**src/rtl/denorm_pkg.sv**
```systemverilog
// Shared types and constants for the iterative denormalizer.
package denorm_pkg;

  localparam int DEF_W     = 10;
  localparam int DEF_SW    = 5;
  localparam int EXT_W     = 2;
  localparam int MAX_SHIFT = DEF_W + 2;

  typedef enum logic [1:0] {
    IDLE  = 2'd0,
    SHIFT = 2'd1,
    ROUND = 2'd2,
    DONE  = 2'd3
  } state_t;

  // Beyond w+2 shifts every mantissa and extension bit already sits in sticky.
  function automatic int max_shift(input int w);
    return w + 2;
  endfunction

endpackage

```
**src/rtl/denorm_round_rne.sv**
```systemverilog
// Combinational round-to-nearest-even on a value with guard/round/sticky bits.
module round_rne
  import denorm_pkg::*;
#(
  parameter int W = DEF_W
) (
  input  logic [W-1:0] data_i,
  input  logic         g_i,
  input  logic         r_i,
  input  logic         s_i,
  output logic [W-1:0] val_o,
  output logic         inexact_o
);

  logic       inc;
  logic [W:0] sum;

  always_comb begin
    inc       = g_i & (r_i | s_i | data_i[0]);
    sum       = {1'b0, data_i} + {{W{1'b0}}, inc};
    // A carry out of the top bit saturates instead of wrapping to zero.
    val_o     = sum[W] ? {W{1'b1}} : sum[W-1:0];
    inexact_o = g_i | r_i | s_i;
  end

endmodule

```
**src/rtl/denorm_unit.sv**
```systemverilog
// Iterative denormalizer: right-shifts a normalized mantissa one bit per cycle,
// then rounds to nearest-even; valid/ready on both sides.
module denorm_unit
  import denorm_pkg::*;
#(
  parameter int W  = DEF_W,
  parameter int SW = DEF_SW
) (
  input  logic             clk,
  input  logic             rst,
  input  logic             in_valid,
  output logic             in_ready,
  input  logic [W-1:0]     in_mant,
  input  logic [SW-1:0]    in_shift,
  input  logic [EXT_W-1:0] in_ext,
  output logic             out_valid,
  input  logic             out_ready,
  output logic [W-1:0]     out_val,
  output logic             out_inexact
);

  localparam int            CW    = SW + 1;
  localparam logic [CW-1:0] CLAMP = CW'(max_shift(W));

  state_t        state_q, state_d;
  logic [W-1:0]  data_q, data_d;
  logic          g_q, g_d;
  logic          r_q, r_d;
  logic          s_q, s_d;
  logic [CW-1:0] cnt_q, cnt_d;
  logic [W-1:0]  val_q, val_d;
  logic          inex_q, inex_d;

  logic [CW-1:0] shift_ext;
  logic [CW-1:0] shift_clamped;
  logic [W-1:0]  rnd_val;
  logic          rnd_inexact;

  assign shift_ext     = {1'b0, in_shift};
  assign shift_clamped = (shift_ext > CLAMP) ? CLAMP : shift_ext;

  round_rne #(.W(W)) u_round (
    .data_i    (data_q),
    .g_i       (g_q),
    .r_i       (r_q),
    .s_i       (s_q),
    .val_o     (rnd_val),
    .inexact_o (rnd_inexact)
  );

  always_comb begin
    state_d = state_q;
    data_d  = data_q;
    g_d     = g_q;
    r_d     = r_q;
    s_d     = s_q;
    cnt_d   = cnt_q;
    val_d   = val_q;
    inex_d  = inex_q;
    case (state_q)
      IDLE: begin
        if (in_valid) begin
          data_d  = in_mant;
          g_d     = in_ext[1];
          r_d     = in_ext[0];
          s_d     = 1'b0;
          cnt_d   = shift_clamped;
          state_d = (shift_clamped != '0) ? SHIFT : ROUND;
        end
      end
      SHIFT: begin
        // Bits fall through data -> guard -> round -> sticky.
        data_d = data_q >> 1;
        g_d    = data_q[0];
        r_d    = g_q;
        s_d    = s_q | r_q;
        cnt_d  = cnt_q - CW'(1);
        if (cnt_q == CW'(1)) begin
          state_d = ROUND;
        end
      end
      ROUND: begin
        val_d   = rnd_val;
        inex_d  = rnd_inexact;
        state_d = DONE;
      end
      DONE: begin
        if (out_ready) begin
          state_d = IDLE;
        end
      end
      default: state_d = IDLE;
    endcase
  end

  always_ff @(posedge clk) begin
    if (rst) begin
      state_q <= IDLE;
      data_q  <= '0;
      g_q     <= 1'b0;
      r_q     <= 1'b0;
      s_q     <= 1'b0;
      cnt_q   <= '0;
      val_q   <= '0;
      inex_q  <= 1'b0;
    end else begin
      state_q <= state_d;
      data_q  <= data_d;
      g_q     <= g_d;
      r_q     <= r_d;
      s_q     <= s_d;
      cnt_q   <= cnt_d;
      val_q   <= val_d;
      inex_q  <= inex_d;
    end
  end

  assign in_ready    = (state_q == IDLE);
  assign out_valid   = (state_q == DONE);
  assign out_val     = val_q;
  assign out_inexact = inex_q;

endmodule

```
**config.mk**
```make
export PLATFORM = sky130hd
export DESIGN_NAME = denorm_unit
export DESIGN_NICKNAME = d
export VERILOG_FILES = /design/src/rtl/denorm_pkg.sv /design/src/rtl/denorm_round_rne.sv /design/src/rtl/denorm_unit.sv
export SDC_FILE = /design/constraint.sdc
export NUM_CORES = 1
export LEC_CHECK = 0
export BUFFER_PORTS_ARGS = -buffer_cell sky130_fd_sc_hd__buf_2
export CAP_MARGIN = 20
export CORE_MARGIN = 10
export CORE_UTILIZATION = 35
export CTS_BUF_LIST = sky130_fd_sc_hd__clkbuf_8 sky130_fd_sc_hd__clkbuf_16
export DETAILED_ROUTE_END_ITERATION = 10
export GPL_TIMING_DRIVEN = 0
export SYNTH_ARGS = -nofsm -noshare
export SYNTH_HDL_FRONTEND = slang
export SYNTH_SLANG_ARGS = --single-unit
```
**constraint.sdc**
```tcl
create_clock -name clk -period 2.2 [get_ports clk]
set_clock_uncertainty 0.2 [all_clocks]
set_input_delay 0.22 -clock clk [delete_from_list [all_inputs] [get_ports clk]]
set_output_delay 0.22 -clock clk [all_outputs]
set_load 0.01 [all_outputs]
```
==> results_dict.tcl <==
set metrics [dict create \
    status "complete, no violations" \
    worst_slew_pin_slew_ns 0.4962 \
    grt_antenna_before_repair 0 \
    nNetsFinal 263 \
    ioPinCount 34 \
    total_power_mw 2.881 \
    pre_cts_ws_ns 0.08613 \
    place.gp.congestion 0.7982 \
    critical_path.max_stage_delay_ns 0.45 \
    clkTransAtPathRegs_ns 0.07 \
    cp-start-kind "flop" \
    postCtsSetupRepairBufs 0 \
    worstPathRequired_ns 2.18 \
    r2r_slack_ns 0.21 \
    port_buffers 33 \
    wirelength_mm 4.069 \
    holdPathEnd "cnt_q[0]" \
    finalInstanceArea_sq_um 2056 \
    fin_crit_sh_pct 90.42 \
    grt_pass1_wl_mm 6.782 \
    grt_max_degree 11 \
    cts_tree "built" \
    synth_warnings 0 \
    placed_cell_area_sq_um 1944 \
    grt_use_total_pct 10.60 \
    grt_pass1_vias 1480 \
    syn2layout_area_growth_pct 21.25 \
    power.density_nw_per_um2 1402 \
    num_rows 25 \
    clk-insertion-delay-late_ns 0.28 \
    cts_buffers 5 \
    yosysTopAreaCellShare_pct 37.79 \
    reg2reg_depth 6 \
    wire_per_inst_um 13.43 \
    die_x_um 89.60 \
    hold_depth 3 \
    yosysSeqAreaShare_pct 37.79 \
    drive_gt1_share_pct 22.03 \
    synth_edf_count 0 \
    finalHoldViolations 0 \
    crit_start "state_q[0]" \
    ys_seq_elements 32 \
    final_cell_mix "buf_2 (36), dfxtp_1 (32), nor2_1 (30)" \
    mostFrequentLayoutCell "buf_2" \
    cts-htree-levels 2 \
    syn_avg_cell_area_sq_um 8.739 \
    ys.flop_type "dfxtp_1" \
    vias 1502 \
    max_freq_ghz 0.5027 \
    drtPass1Iterations 5 \
    synthesis.nets 222 \
    post_synth_instance_area_sq_um 1695 \
    maxSlewHeadroom_pct 66.92 \
    setup_slack_ns 0.2108 \
    grt_overflow_total 0 \
    drv_cap 0 \
    hpwlAfterDp_mm 3.199 \
    end_kind "flop" \
    r2r-end "cnt_q[4]" \
    ctsRootBufferMaster "clkbuf_8" \
    antenna_cells 0 \
    timing.rr.start "state_q[0]" \
    cp_data_arrival_time_ns 1.97 \
    dieArea_sq_um 8028 \
    ys_async_sr_fraction_pct 0 \
    hold_slack_ns 0.02144 \
    setup_viol 0 \
    route.detailed.drc 0 \
    core_sq_um 4723 \
    min_from "in_shift[0]" \
    synth_cell_types 43 \
    hp-class "primary input to flop" \
    cts_max_path_buffers 2 \
    synth_cells 194 \
    vdd_drop_max_mv 0.3957 \
    slowest_stage "or4_1" \
    ys_top_cells_by_area "dfxtp_1 (38%), mux2i_1 (8.3%), a211oi_1 (6.6%)" \
    cts_num_sinks 32 \
    finalMaxSlewViolations 0 \
    setup-tns-final_ns 0 \
    initial_core_util_pct 35.89 \
    via_per_inst 4.957 \
    worst-path-buf-inv 1 \
    path_cells "inv_1, ha_1, mux2i_2, or4_1, xor2_1, nor2_1" \
    fin_crit_ns 1.989 \
    ant_nets 0 \
    synth_top_area_cell "dfxtp_1" \
    critical_path.top_delay_family "simple AND/OR/NAND/NOR gates" \
    drt_iter0_drc 68 \
    die_h_um 89.60 \
    p_leak_nw 0.8594 \
    crit_path_max_fanout 8 \
    rsz0062_at_grt "false" \
    path_class "flop to flop" \
]
-- per-layer routing --
metal | track usage (%) | wire, um | vias to the layer above
met5 | 0 | 0 | -
met4 | 3.902 | 56 | 0
met3 | 3.249 | 240 | 4
met2 | 17.55 | 1921 | 21
met1 | 12.59 | 1851 | 694
li1 | - | - | 783
-- area by class of cell --
type,count,area (sq um)
flip-flops and latches,32,640.6
plain buffers,11,50.05
repair buffers,34,175.2
clock inverters,2,10.01
clock buffers,6,82.58
fillers,486,2668
well taps,67,83.83
inverters,9,33.78
multi-input cells,142,979.7
-- metrics by stage --
step	std cells	util [%]
floorplan	194	-
global placement	294	41.17
detailed placement	294	41.17
CTS	303	43.34
global route	303	43.52
finish	303	43.52
-- power by group --
group	internal (mW)	switching, mW	total, mW
sequential	0.811	0.241	1.05
clock	0.249	0.217	0.466
combinational	0.599	0.764	1.36
-- cell families after synthesis --
kind of cell,count (synthesis),synth area share (%)
compound gates,47,20.15
mux,14,8.265
fa+ha+maj,7,5.166
buf+inv,20,4.723
xor+xnor,7,3.616
simple gates,67,20.30
flops,32,37.79
-- sequential cells by signal, indices dropped and copies added, names as in the netlist --
register     cells
state_q          2
r_q              1
data_q          10
out_inexact      1
cnt_q            6
out_val         10
g_q              1
s_q              1
-- worst max-delay path by stage --
stage                endpoint  slack [ns]  depth (start not counted)
detailed placement   cnt_q[4]        0.09                          6
finish               cnt_q[4]        0.21                          6
floorplan            cnt_q[4]        0.34                          6
global route        data_q[5]        0.05                          7
CTS                  cnt_q[4]        0.08                          6
global placement    data_q[5]        0.14                          6
-- repair_timing --
item	in CTS	in global routing
gates resized for setup	0	6
endpoints found under the hold margin	1	0
endpoints found under the setup margin	0	13
hold buffers	1	0
-- Yosys cell counts (all sizes together), types with 2 or more instances --
cell,instances
o211a,2
and2,3
a21oi,10
a311oi,7
nor3,2
buf,4
mux2i,14
nor2,30
nand2,8
dfxtp,32
nand4,2
inv,9
nor4,2
nand2b,3
nand3,6
xor2,5
o21ai,2
o211ai,2
ha,7
a31oi,2
a211oi,15
xnor2,2
clkbuf,7
-- worst register-to-register path: stages (launching register included) --
cell     delay, ns
dfxtp_1       0.37
inv_1         0.09
ha_1          0.31
mux2i_2       0.26
or4_1         0.45
xor2_1        0.16
nor2_1        0.05
(Power assumes the default switching activity.)
